## src/rtl/muldiv_seq_ctrl_pkg.sv

```systemverilog
// rtl/muldiv_seq_ctrl_pkg.sv - shared encodings and defaults for the HI/LO sequencer
//
// Purpose : op encodings, sequencer state encoding and divider timeout defaults
//           shared by the sequencer, its timeout counter and the bench.
// Ports   : none (package).
package muldiv_seq_ctrl_pkg;

   typedef enum logic [2:0] {
      MD_NONE  = 3'd0,
      MD_MULT  = 3'd1,
      MD_MULTU = 3'd2,
      MD_DIV   = 3'd3,
      MD_DIVU  = 3'd4,
      MD_MTHI  = 3'd5,
      MD_MTLO  = 3'd6,
      MD_RSVD  = 3'd7
   } md_op_e;

   typedef enum logic [1:0] {
      S_IDLE = 2'd0,
      S_RUN  = 2'd1,
      S_DONE = 2'd2,
      S_HELD = 2'd3
   } md_state_e;

   localparam int DIV_TIMEOUT_DEF = 40;
   localparam int CNT_W_DEF       = 6;

endpackage

```

## src/rtl/muldiv_seq_ctrl_if.sv

```systemverilog
// rtl/muldiv_seq_ctrl_if.sv - sequencer <-> iterative divider channel
//
// Purpose : bundles the divider start/abort/operand/result handshake.
// Ports   : master = sequencer (drives start, signed, operands, annul;
//           receives result and ready); slave = divider.
interface muldiv_seq_ctrl_if;

   logic        div_start_o;
   logic        div_signed_o;
   logic [31:0] div_op1_o;
   logic [31:0] div_op2_o;
   logic        div_annul_o;
   logic [63:0] div_result_i;
   logic        div_ready_i;

   modport master (
      output div_start_o, div_signed_o, div_op1_o, div_op2_o, div_annul_o,
      input  div_result_i, div_ready_i
   );

   modport slave (
      input  div_start_o, div_signed_o, div_op1_o, div_op2_o, div_annul_o,
      output div_result_i, div_ready_i
   );

endinterface

```

## src/rtl/md_timeout_cnt.sv

```systemverilog
// rtl/md_timeout_cnt.sv - RUN cycle counter with divider timeout compare
//
// Purpose : counts cycles spent waiting on the divider; flags the last
//           allowed cycle so the sequencer can abort.
// Ports   : clk, rstn (async, active-low); clr_i zeroes the count; en_i
//           counts one cycle; expired_o high on the DIV_TIMEOUT-th enabled
//           cycle after a clear.
module md_timeout_cnt
   import muldiv_seq_ctrl_pkg::*;
#(
   parameter int DIV_TIMEOUT = DIV_TIMEOUT_DEF,
   parameter int CNT_W       = CNT_W_DEF
) (
   input  logic clk,
   input  logic rstn,
   input  logic clr_i,
   input  logic en_i,
   output logic expired_o
);

   logic [CNT_W-1:0] cnt_q, cnt_d;

   always_comb begin
      cnt_d = cnt_q;
      if (clr_i) begin
         cnt_d = '0;
      end else if (en_i) begin
         cnt_d = cnt_q + CNT_W'(1);
      end
   end

   always_ff @(posedge clk or negedge rstn) begin
      if (!rstn) begin
         cnt_q <= '0;
      end else begin
         cnt_q <= cnt_d;
      end
   end

   // Count starts at 0 on the first RUN cycle, so DIV_TIMEOUT-1 marks the
   // DIV_TIMEOUT-th cycle spent waiting.
   assign expired_o = en_i && (cnt_q == CNT_W'(DIV_TIMEOUT - 1));

endmodule

```

## src/rtl/muldiv_seq_ctrl.sv

```systemverilog
// rtl/muldiv_seq_ctrl.sv - execute-stage HI/LO write and divide sequencer
//
// Purpose : single-cycle HI/LO writes for MULT/MULTU/MTHI/MTLO; starts and
//           supervises the external iterative divider, stalling EX until
//           the result commits exactly once; handles flush, hold,
//           divide-by-zero and divider timeout.
// Ports   : clk, rstn (async, active-low)
//           op_valid_i/op_i/src1_i/src2_i - EX instruction and operands
//           mul_res_i - combinational product; hi_cur_i/lo_cur_i - HI/LO now
//           ex_hold_i - downstream stall; flush_i - kill EX and divide
//           div_if (master) - divider channel
//           hilo_we_o/hi_o/lo_o - HI/LO write port
//           stall_o, busy_o, err_o - pipeline freeze, not idle, timeout pulse
module muldiv_seq_ctrl
   import muldiv_seq_ctrl_pkg::*;
#(
   parameter int DIV_TIMEOUT = DIV_TIMEOUT_DEF,
   parameter int CNT_W       = CNT_W_DEF
) (
   input  logic                  clk,
   input  logic                  rstn,
   input  logic                  op_valid_i,
   input  logic [2:0]            op_i,
   input  logic [31:0]           src1_i,
   input  logic [31:0]           src2_i,
   input  logic [63:0]           mul_res_i,
   input  logic [31:0]           hi_cur_i,
   input  logic [31:0]           lo_cur_i,
   input  logic                  ex_hold_i,
   input  logic                  flush_i,
   muldiv_seq_ctrl_if.master     div_if,
   output logic                  hilo_we_o,
   output logic [31:0]           hi_o,
   output logic [31:0]           lo_o,
   output logic                  stall_o,
   output logic                  busy_o,
   output logic                  err_o
);

   md_state_e   state_q, state_d;
   logic        signed_q, signed_d;
   logic [31:0] op1_q, op1_d;
   logic [31:0] op2_q, op2_d;
   logic [63:0] res_q, res_d;

   md_op_e      op;
   logic        cnt_clr;
   logic        expired;
   logic        annul;

   assign op = md_op_e'(op_i);

   md_timeout_cnt #(
      .DIV_TIMEOUT (DIV_TIMEOUT),
      .CNT_W       (CNT_W)
   ) u_timeout_cnt (
      .clk       (clk),
      .rstn      (rstn),
      .clr_i     (cnt_clr),
      .en_i      (state_q == S_RUN),
      .expired_o (expired)
   );

   always_ff @(posedge clk or negedge rstn) begin
      if (!rstn) begin
         state_q  <= S_IDLE;
         signed_q <= 1'b0;
         op1_q    <= '0;
         op2_q    <= '0;
         res_q    <= '0;
      end else begin
         state_q  <= state_d;
         signed_q <= signed_d;
         op1_q    <= op1_d;
         op2_q    <= op2_d;
         res_q    <= res_d;
      end
   end

   always_comb begin
      state_d   = state_q;
      signed_d  = signed_q;
      op1_d     = op1_q;
      op2_d     = op2_q;
      res_d     = res_q;
      cnt_clr   = 1'b0;
      annul     = 1'b0;
      hilo_we_o = 1'b0;
      hi_o      = '0;
      lo_o      = '0;
      stall_o   = 1'b0;
      err_o     = 1'b0;

      case (state_q)
         S_IDLE: begin
            if (op_valid_i && !flush_i) begin
               case (op)
                  MD_MULT, MD_MULTU: begin
                     if (!ex_hold_i) begin
                        hilo_we_o    = 1'b1;
                        {hi_o, lo_o} = mul_res_i;
                     end
                  end
                  MD_MTHI: begin
                     if (!ex_hold_i) begin
                        hilo_we_o = 1'b1;
                        hi_o      = src1_i;
                        lo_o      = lo_cur_i;
                     end
                  end
                  MD_MTLO: begin
                     if (!ex_hold_i) begin
                        hilo_we_o = 1'b1;
                        hi_o      = hi_cur_i;
                        lo_o      = src1_i;
                     end
                  end
                  MD_DIV, MD_DIVU: begin
                     // Zero divisor retires as a no-op: HI/LO stay untouched.
                     // Stall is raised even under hold so EX cannot slip
                     // past a divide that has not started yet.
                     if (src2_i != '0) begin
                        stall_o = 1'b1;
                        if (!ex_hold_i) begin
                           signed_d = (op == MD_DIV);
                           op1_d    = src1_i;
                           op2_d    = src2_i;
                           cnt_clr  = 1'b1;
                           state_d  = S_RUN;
                        end
                     end
                  end
                  default: ;
               endcase
            end
         end

         S_RUN: begin
            if (flush_i) begin
               // Flush beats a coincident ready: the result is discarded.
               annul   = 1'b1;
               state_d = S_IDLE;
            end else begin
               stall_o = 1'b1;
               if (div_if.div_ready_i) begin
                  res_d   = div_if.div_result_i;
                  state_d = S_DONE;
               end else if (expired) begin
                  annul   = 1'b1;
                  err_o   = 1'b1;
                  state_d = S_HELD;
               end
            end
         end

         S_DONE: begin
            if (flush_i) begin
               state_d = S_IDLE;
            end else begin
               hilo_we_o = 1'b1;
               hi_o      = res_q[63:32];
               lo_o      = res_q[31:0];
               state_d   = ex_hold_i ? S_HELD : S_IDLE;
            end
         end

         S_HELD: begin
            // The retired DIV may still sit in EX; wait it out without re-issue.
            if (flush_i || !ex_hold_i) begin
               state_d = S_IDLE;
            end
         end

         default: state_d = S_IDLE;
      endcase
   end

   assign div_if.div_start_o  = (state_q == S_RUN);
   assign div_if.div_signed_o = signed_q;
   assign div_if.div_op1_o    = op1_q;
   assign div_if.div_op2_o    = op2_q;
   assign div_if.div_annul_o  = annul;
   assign busy_o              = (state_q != S_IDLE);

endmodule

```

## src/flat_wrapper.sv

```systemverilog
// flat-port wrapper written by rule: the top's interface ports become plain ports
module muldiv_seq_ctrl_flat import muldiv_seq_ctrl_pkg::*;
#(
   parameter int DIV_TIMEOUT = DIV_TIMEOUT_DEF,
   parameter int CNT_W       = CNT_W_DEF
)
  (clk, rstn, op_valid_i, op_i, src1_i, src2_i, mul_res_i, hi_cur_i, lo_cur_i, ex_hold_i, flush_i, hilo_we_o, hi_o, lo_o, stall_o, busy_o, err_o, div_if_div_start_o, div_if_div_signed_o, div_if_div_op1_o, div_if_div_op2_o, div_if_div_annul_o, div_if_div_result_i, div_if_div_ready_i);
  muldiv_seq_ctrl_if div_if_i ();
  input  logic clk;
  input  logic rstn;
  input  logic op_valid_i;
  input  logic [2:0] op_i;
  input  logic [31:0] src1_i;
  input  logic [31:0] src2_i;
  input  logic [63:0] mul_res_i;
  input  logic [31:0] hi_cur_i;
  input  logic [31:0] lo_cur_i;
  input  logic ex_hold_i;
  input  logic flush_i;
  output logic hilo_we_o;
  output logic [31:0] hi_o;
  output logic [31:0] lo_o;
  output logic stall_o;
  output logic busy_o;
  output logic err_o;
  output wire logic [$bits(div_if_i.div_start_o)-1:0] div_if_div_start_o;
  output wire logic [$bits(div_if_i.div_signed_o)-1:0] div_if_div_signed_o;
  output wire logic [$bits(div_if_i.div_op1_o)-1:0] div_if_div_op1_o;
  output wire logic [$bits(div_if_i.div_op2_o)-1:0] div_if_div_op2_o;
  output wire logic [$bits(div_if_i.div_annul_o)-1:0] div_if_div_annul_o;
  input wire logic [$bits(div_if_i.div_result_i)-1:0] div_if_div_result_i;
  input wire logic [$bits(div_if_i.div_ready_i)-1:0] div_if_div_ready_i;
  assign div_if_div_start_o = div_if_i.div_start_o;
  assign div_if_div_signed_o = div_if_i.div_signed_o;
  assign div_if_div_op1_o = div_if_i.div_op1_o;
  assign div_if_div_op2_o = div_if_i.div_op2_o;
  assign div_if_div_annul_o = div_if_i.div_annul_o;
  assign div_if_i.div_result_i = div_if_div_result_i;
  assign div_if_i.div_ready_i = div_if_div_ready_i;
  muldiv_seq_ctrl #(.DIV_TIMEOUT(DIV_TIMEOUT), .CNT_W(CNT_W)) u_core (.clk(clk), .rstn(rstn), .op_valid_i(op_valid_i), .op_i(op_i), .src1_i(src1_i), .src2_i(src2_i), .mul_res_i(mul_res_i), .hi_cur_i(hi_cur_i), .lo_cur_i(lo_cur_i), .ex_hold_i(ex_hold_i), .flush_i(flush_i), .div_if(div_if_i), .hilo_we_o(hilo_we_o), .hi_o(hi_o), .lo_o(lo_o), .stall_o(stall_o), .busy_o(busy_o), .err_o(err_o));
endmodule
```

## config.mk

```make
export PLATFORM = sky130hd
export DESIGN_NAME = muldiv_seq_ctrl_flat
export DESIGN_NICKNAME = d
export VERILOG_FILES = /design/src/rtl/muldiv_seq_ctrl_pkg.sv /design/src/rtl/muldiv_seq_ctrl_if.sv /design/src/rtl/md_timeout_cnt.sv /design/src/rtl/muldiv_seq_ctrl.sv /design/src/flat_wrapper.sv
export SDC_FILE = /design/constraint.sdc
export NUM_CORES = 1
export LEC_CHECK = 0
export BUFFER_PORTS_ARGS = -buffer_cell sky130_fd_sc_hd__buf_4
export CORE_AREA = 2 2 157 159
export CTS_CLUSTER_DIAMETER = 60
export DETAILED_ROUTE_END_ITERATION = 6
export DIE_AREA = 0 0 159 161
export PLACE_DENSITY = 0.74
export RECOVER_POWER = 25
export SLEW_MARGIN = 15
export SYNTH_ARGS = -nofsm -noshare
export SYNTH_HDL_FRONTEND = slang
export SYNTH_SLANG_ARGS = --single-unit
```

## constraint.sdc

```tcl
create_clock -name clk -period 2 [get_ports clk]
set_clock_uncertainty 0.15 [all_clocks]
set_input_delay 0.4 -clock clk [delete_from_list [all_inputs] [get_ports clk]]
set_output_delay 0.4 -clock clk [all_outputs]
set_load 0.005 [all_outputs]
```

Word-level counts from Yosys, hierarchy flattened
Cells that the tools add are included.
- add/sub/neg operators: 1
- equal/unequal tests: 16
- muxes and demuxes: 45
- bitwise logic cells: 2
- reductions and logical operators: 15
- operators with widths (operator ; number):
    2-to-1 mux 32 bit ; 9
    case mux 32 bit (3 select lines) ; 2
    case mux 32 bit (2 select lines) ; 2
    nonzero test 32 bit ; 1
    2-to-1 mux 2 bit ; 10
    2-to-1 mux 1 bit ; 17
    2-to-1 mux 6 bit ; 2
    equality test 3 bit (second input constant) ; 3
    case mux 2 bit (4 select lines) ; 1
    adder 6 x 1 -> 6 bit (second input constant) ; 1
    equality test 3 x 2 -> 1 bit (second input constant) ; 2
    equality test 6 bit (second input constant) ; 1
    inequality test 2 x 1 -> 1 bit (second input constant) ; 3
    AND reduction 6 bit ; 1
    AND reduction 5 bit ; 1
    equality test 2 bit (second input constant) ; 2
    inequality test 2 bit (second input constant) ; 2
    inequality test 4 x 3 -> 1 bit (second input constant) ; 1
    case mux 1 bit (2 select lines) ; 2
    nonzero test 2 bit ; 2
    OR reduction 2 bit ; 2
    OR reduction 4 bit ; 1
    equality test 3 x 1 -> 1 bit (second input constant) ; 1
    AND reduction 3 bit ; 1
    6 further kinds ; 9
- register bits after elaboration: 137
- bits of input ports: 265
- output and inout port bits: 135
- logic and storage cells: 85

Longest topological paths before layout
- word-level depth: 6
- gate-level depth with buffers: 7

Modules after synthesis
A second synthesis with hierarchy kept.
- cell total of the unflattened synthesis: 641
- area, all modules: 7628.6 um^2
- by module, submodules not included (module ; instances ; cells each ; area an instance (um^2) ; seq. area each (um^2)):
    muldiv_seq_ctrl ; 1 ; 614 ; 7347.0 ; 3278.1
    md_timeout_cnt ; 1 ; 27 ; 281.5 ; 150.1

Worst setup path after synthesis
Ideal clock, no wire load.
- path type: input to output
- from: input flush_i
- to: output hi_o[13]
- arrival: 1561 ps
- slack: -111 ps
- cell stages on the path: 6
- path buffers: 3
- cells stage by stage: buf_6 nor4b_4 buf_2 clkbuf_1 o21ai_0 a21oi_1
- cells in the longest elaborated chain, start to end: 4
- elaborated cells between the ends (all ways): 5
- RTL lines (element ; line ; RTL):
    start, declared ; flat_wrapper.sv:19 ; input logic flush_i;
    zero test 1 bit ; muldiv_seq_ctrl.sv:96 ; if (op_valid_i && !flush_i) begin
    logical AND 1 bit ; muldiv_seq_ctrl.sv:96 ;
    2-to-1 mux 32 bit ; muldiv_seq_ctrl.sv:96 ;
    case mux 32 bit (2 select lines) * ; muldiv_seq_ctrl.sv:94 ; case (state_q)
    end, declared ; flat_wrapper.sv:21 ; output logic [31:0] hi_o;
Mark *: on every way between the ends. The rest lies on a longest branch, timed or not.

Final worst setup path
- from: register u_core.state_q[1]
- to: output lo_o[14]
- cells in the longest elaborated chain, start to end: 2
- elaborated cells between the ends (all ways): 3
- RTL lines (element ; line ; RTL):
    start, declared ; muldiv_seq_ctrl.sv:40 ; md_state_e state_q, state_d;
    start signal, assigned ; muldiv_seq_ctrl.sv:72 ; state_q <= state_d;
    equality test 2 bit or zero test 2 bit (tied branches) ; muldiv_seq_ctrl.sv:94 ;
    case mux 32 bit (2 select lines) * ; muldiv_seq_ctrl.sv:94 ;
    end, declared ; flat_wrapper.sv:22 ; output logic [31:0] lo_o;
Marked as above.

==> qor.csv <==
metric,value,unit
core outline area,23960,µm²
Die X-Extent,159,µm
Worst Tran Pin Value,1069,ps
setup total negative slack,-85560,ps
total power,10190,µW
drt first pass iters,5,
Synth top area share,40.34,%
crit path kind,flop to output port,
DRC violations left,0,
Main synth FF type,dfrtp_1,
total wire length,39200,µm
fin crit period,2637,ps
Final setup viols,206,
total grt overflow,0,
CP Capture Type,output port,
CTS sink cnt,137,
chip height,161,µm
Critical Path Slowest Stage Cell,dfrtp_1,
library cells used by synthesis,35,
failing checks,setup timing,
Synth warnings,0,
pin count of the biggest net entering global routing,48,
Critical path buffers and inverters,4,
crit-path most repeated cell,buf_6,
clock root buffer,clkbuf_16,
Detailed Route Iter0 Violations,777,
Post-Syn Nets,1127,
Commonest cells post-synth,"137 x dfrtp_1, 129 x nand3b_1, 124 x mux2_2",
routed vias/inst,5.479,
# fillers,1985,
critical path startpoint category,flop,
"Cell Area, Synth",8499,µm²
"Arr. time, crit path",2090,ps
"Slew Viols, Final",0,
vias in the first global route,8725,
RSZ-0062 raised after global routing,true,
Worst path max stage delay,420,ps
cell taking the most area after synthesis,dfrtp_1,
Placer Congestion,0.9259,
"Cell Chain, Critical Path",nor4b_4 > buf_6 > buf_12 > buf_6 > o21ai_1 > a21oi_1 > buf_4,
All-Layer GR Usage,27.04,%
period utilisation layout,131.9,%
P_leak,0.006265,µW
sequential area share after synthesis,40.34,%
Yosys reg bits,137,
"delay-heaviest family, CP",buffers and inverters,
first-pass GRT wire length,52940,µm
maximum buffer depth of the clock tree,2,
"Clk Latency, worst-skew pair",420,ps
initial antenna violation count,0,
CTS H-tree depth,4,
share of cells above drive strength 1,55.36,%
CTS tree,yes,
Layout Nets,1577,
# diodes,0,
crit-path max FO,5,
Hold Crit Class,input port to flop,
Site Rows,57,
Worst VDD drop,0.4765,mV
Hold WS,54.88,ps
Detail Route Antenna Nets,0,
top-count cell post-synth,dfrtp_1,
die footprint,25600,µm²
Mapped Cells,861,
required time of the critical path,1450,ps
vias,9029,
final instance area,14080,µm²
Ports,400,
input/output buffers,399,
area grow syn2layout,65.72,%
initial core utilization,35.47,%
Place WS,-459.5,ps
status,finished with violations,
placed cell areas,12290,µm²
PwrDens,723.5,nW/µm²
ys async rst share,100.0,%
max-cap violations,0,
largest cells by area after synthesis,"dfrtp_1 40%, mux2_2 16%, nand3b_1 11%, a21boi_0 5.7%, nor3b_1 5.7%",
post-DR wirelength/cell,23.79,µm
DPL Wire Length,26440,µm
Post-synth EDFFs,0,
Final Hold Violating Endpoints,0,
setup ws final,-637.4,ps
Worst-path clk slew,70,ps
f_max,379.2,MHz
Avg Inst Size Synth,9.872,µm²
Num CTS Buffers,17,
Rel. slew slack,28.75,%
## cells by family (layout without fill, tap and decap cells)
kind of cell | Yosys count | in the layout | synth area share [%]
flip-flops | 137 | 137 | 40.34
AND/OR/NAND/NOR | 293 | 293 | 22.43
multiplexers | 129 | 129 | 17.08
buffers and inverters | 89 | 552 | 4.828
adder cells (fa/ha/maj) | 1 | 1 | 0.1472
AO/OA/AOI/OAI | 208 | 208 | 14.77
XOR/XNOR | 4 | 4 | 0.4123
## layout make-up
| class | instances | area (µm²) | share of cell area, % |
|---|---|---|---|
| sequential | 137 | 3430 | 24.35 |
| clock inverter | 14 | 185.2 | 1.315 |
| multi-input combinational | 635 | 5064 | 35.95 |
| timing repair buffer | 516 | 4552 | 32.32 |
| clock buffer | 18 | 429.2 | 3.047 |
| tap | 324 | 405.4 | 2.878 |
| inverter | 4 | 20.02 | 0.1421 |
## power by group
group          switching [µW]  internal (µW)  leakage (µW)
Combinational            1100           1780       0.00425
Clock                    1410           2000      0.000291
Sequential                440           3470       0.00173
Total                    2950           7250       0.00626
## routing by layer
layer,wire (µm),vias to the layer above,GRT usage (%)
met5,0,-,0
met2,18840,507,44.60
met3,3045,105,5.675
li1,-,4011,-
met4,1785,0,10.70
met1,15530,4406,34.91
## worst register-to-register path: cells and delay by family, from the launching register on
family        cells  cell delay (ps)
buf+inv           8             1130
flops             1              420
mux               1              330
simple gates      2              370
## repair_timing
action,4_1_cts,5_1_grt
hold buffers,1,0
hold endpoints to repair,137,0
setup buffers,15,16
setup endpoints to repair,129,205
resized for setup,58,141
pin swaps,1,38
gates cloned,5,15
## cell usage in the layout (no fill, tap or decap), types with 3 or more instances in the layout
master        n
nor3b_1      64
nor2_1        6
nand3b_1    129
clkinvlp_4    3
inv_1         3
nor4_1        6
bufinv_16     3
buf_6        21
o21ai_2      27
nand4_1       3
nand2_1      69
buf_16        3
a21oi_1      51
clkbuf_16    26
dfrtp_1     136
buf_12       27
o21ai_0      23
buf_4       448
mux2_4       42
inv_6         7
mux2_2       86
a21boi_0     65
and2_1        3
buf_8         6
a21oi_2      14
nor4_2        3
o21ai_1      15
## state kept, by name, summed over array words and instances (netlist names)
name,flops
u_core.res_q,64
u_core.div_if.div_op1_o,32
u_core.div_if.div_op2_o,32
u_core.u_timeout_cnt.cnt_q,6
u_core.state_q,2
u_core.div_if.div_signed_o,1
## through the flow
stage | cells | utilization, %
floorplan | 861 | -
CTS | 1623 | 55.55
finish | 1648 | 58.78
global route | 1648 | 58.78
global placement | 1570 | 51.27
detailed placement | 1570 | 51.27
## path summary, 6_finish.rpt
kind	start	to	slack (ps)	cells past startpoint
min in group asynchronous	rstn	u_core.div_if.div_op2_o[26]	540	2
worst min-delay path	div_if_div_result_i[38]	u_core.res_q[38]	50	2
max in group asynchronous	rstn	u_core.div_if.div_op2_o[12]	190	3
worst max register to register	u_core.state_q[1]	u_core.res_q[8]	-520	11
worst max-delay path	u_core.state_q[1]	lo_o[14]	-640	7
worst min register to register	u_core.res_q[13]	u_core.res_q[13]	360	1
Power figures use the tool's default switching activity.
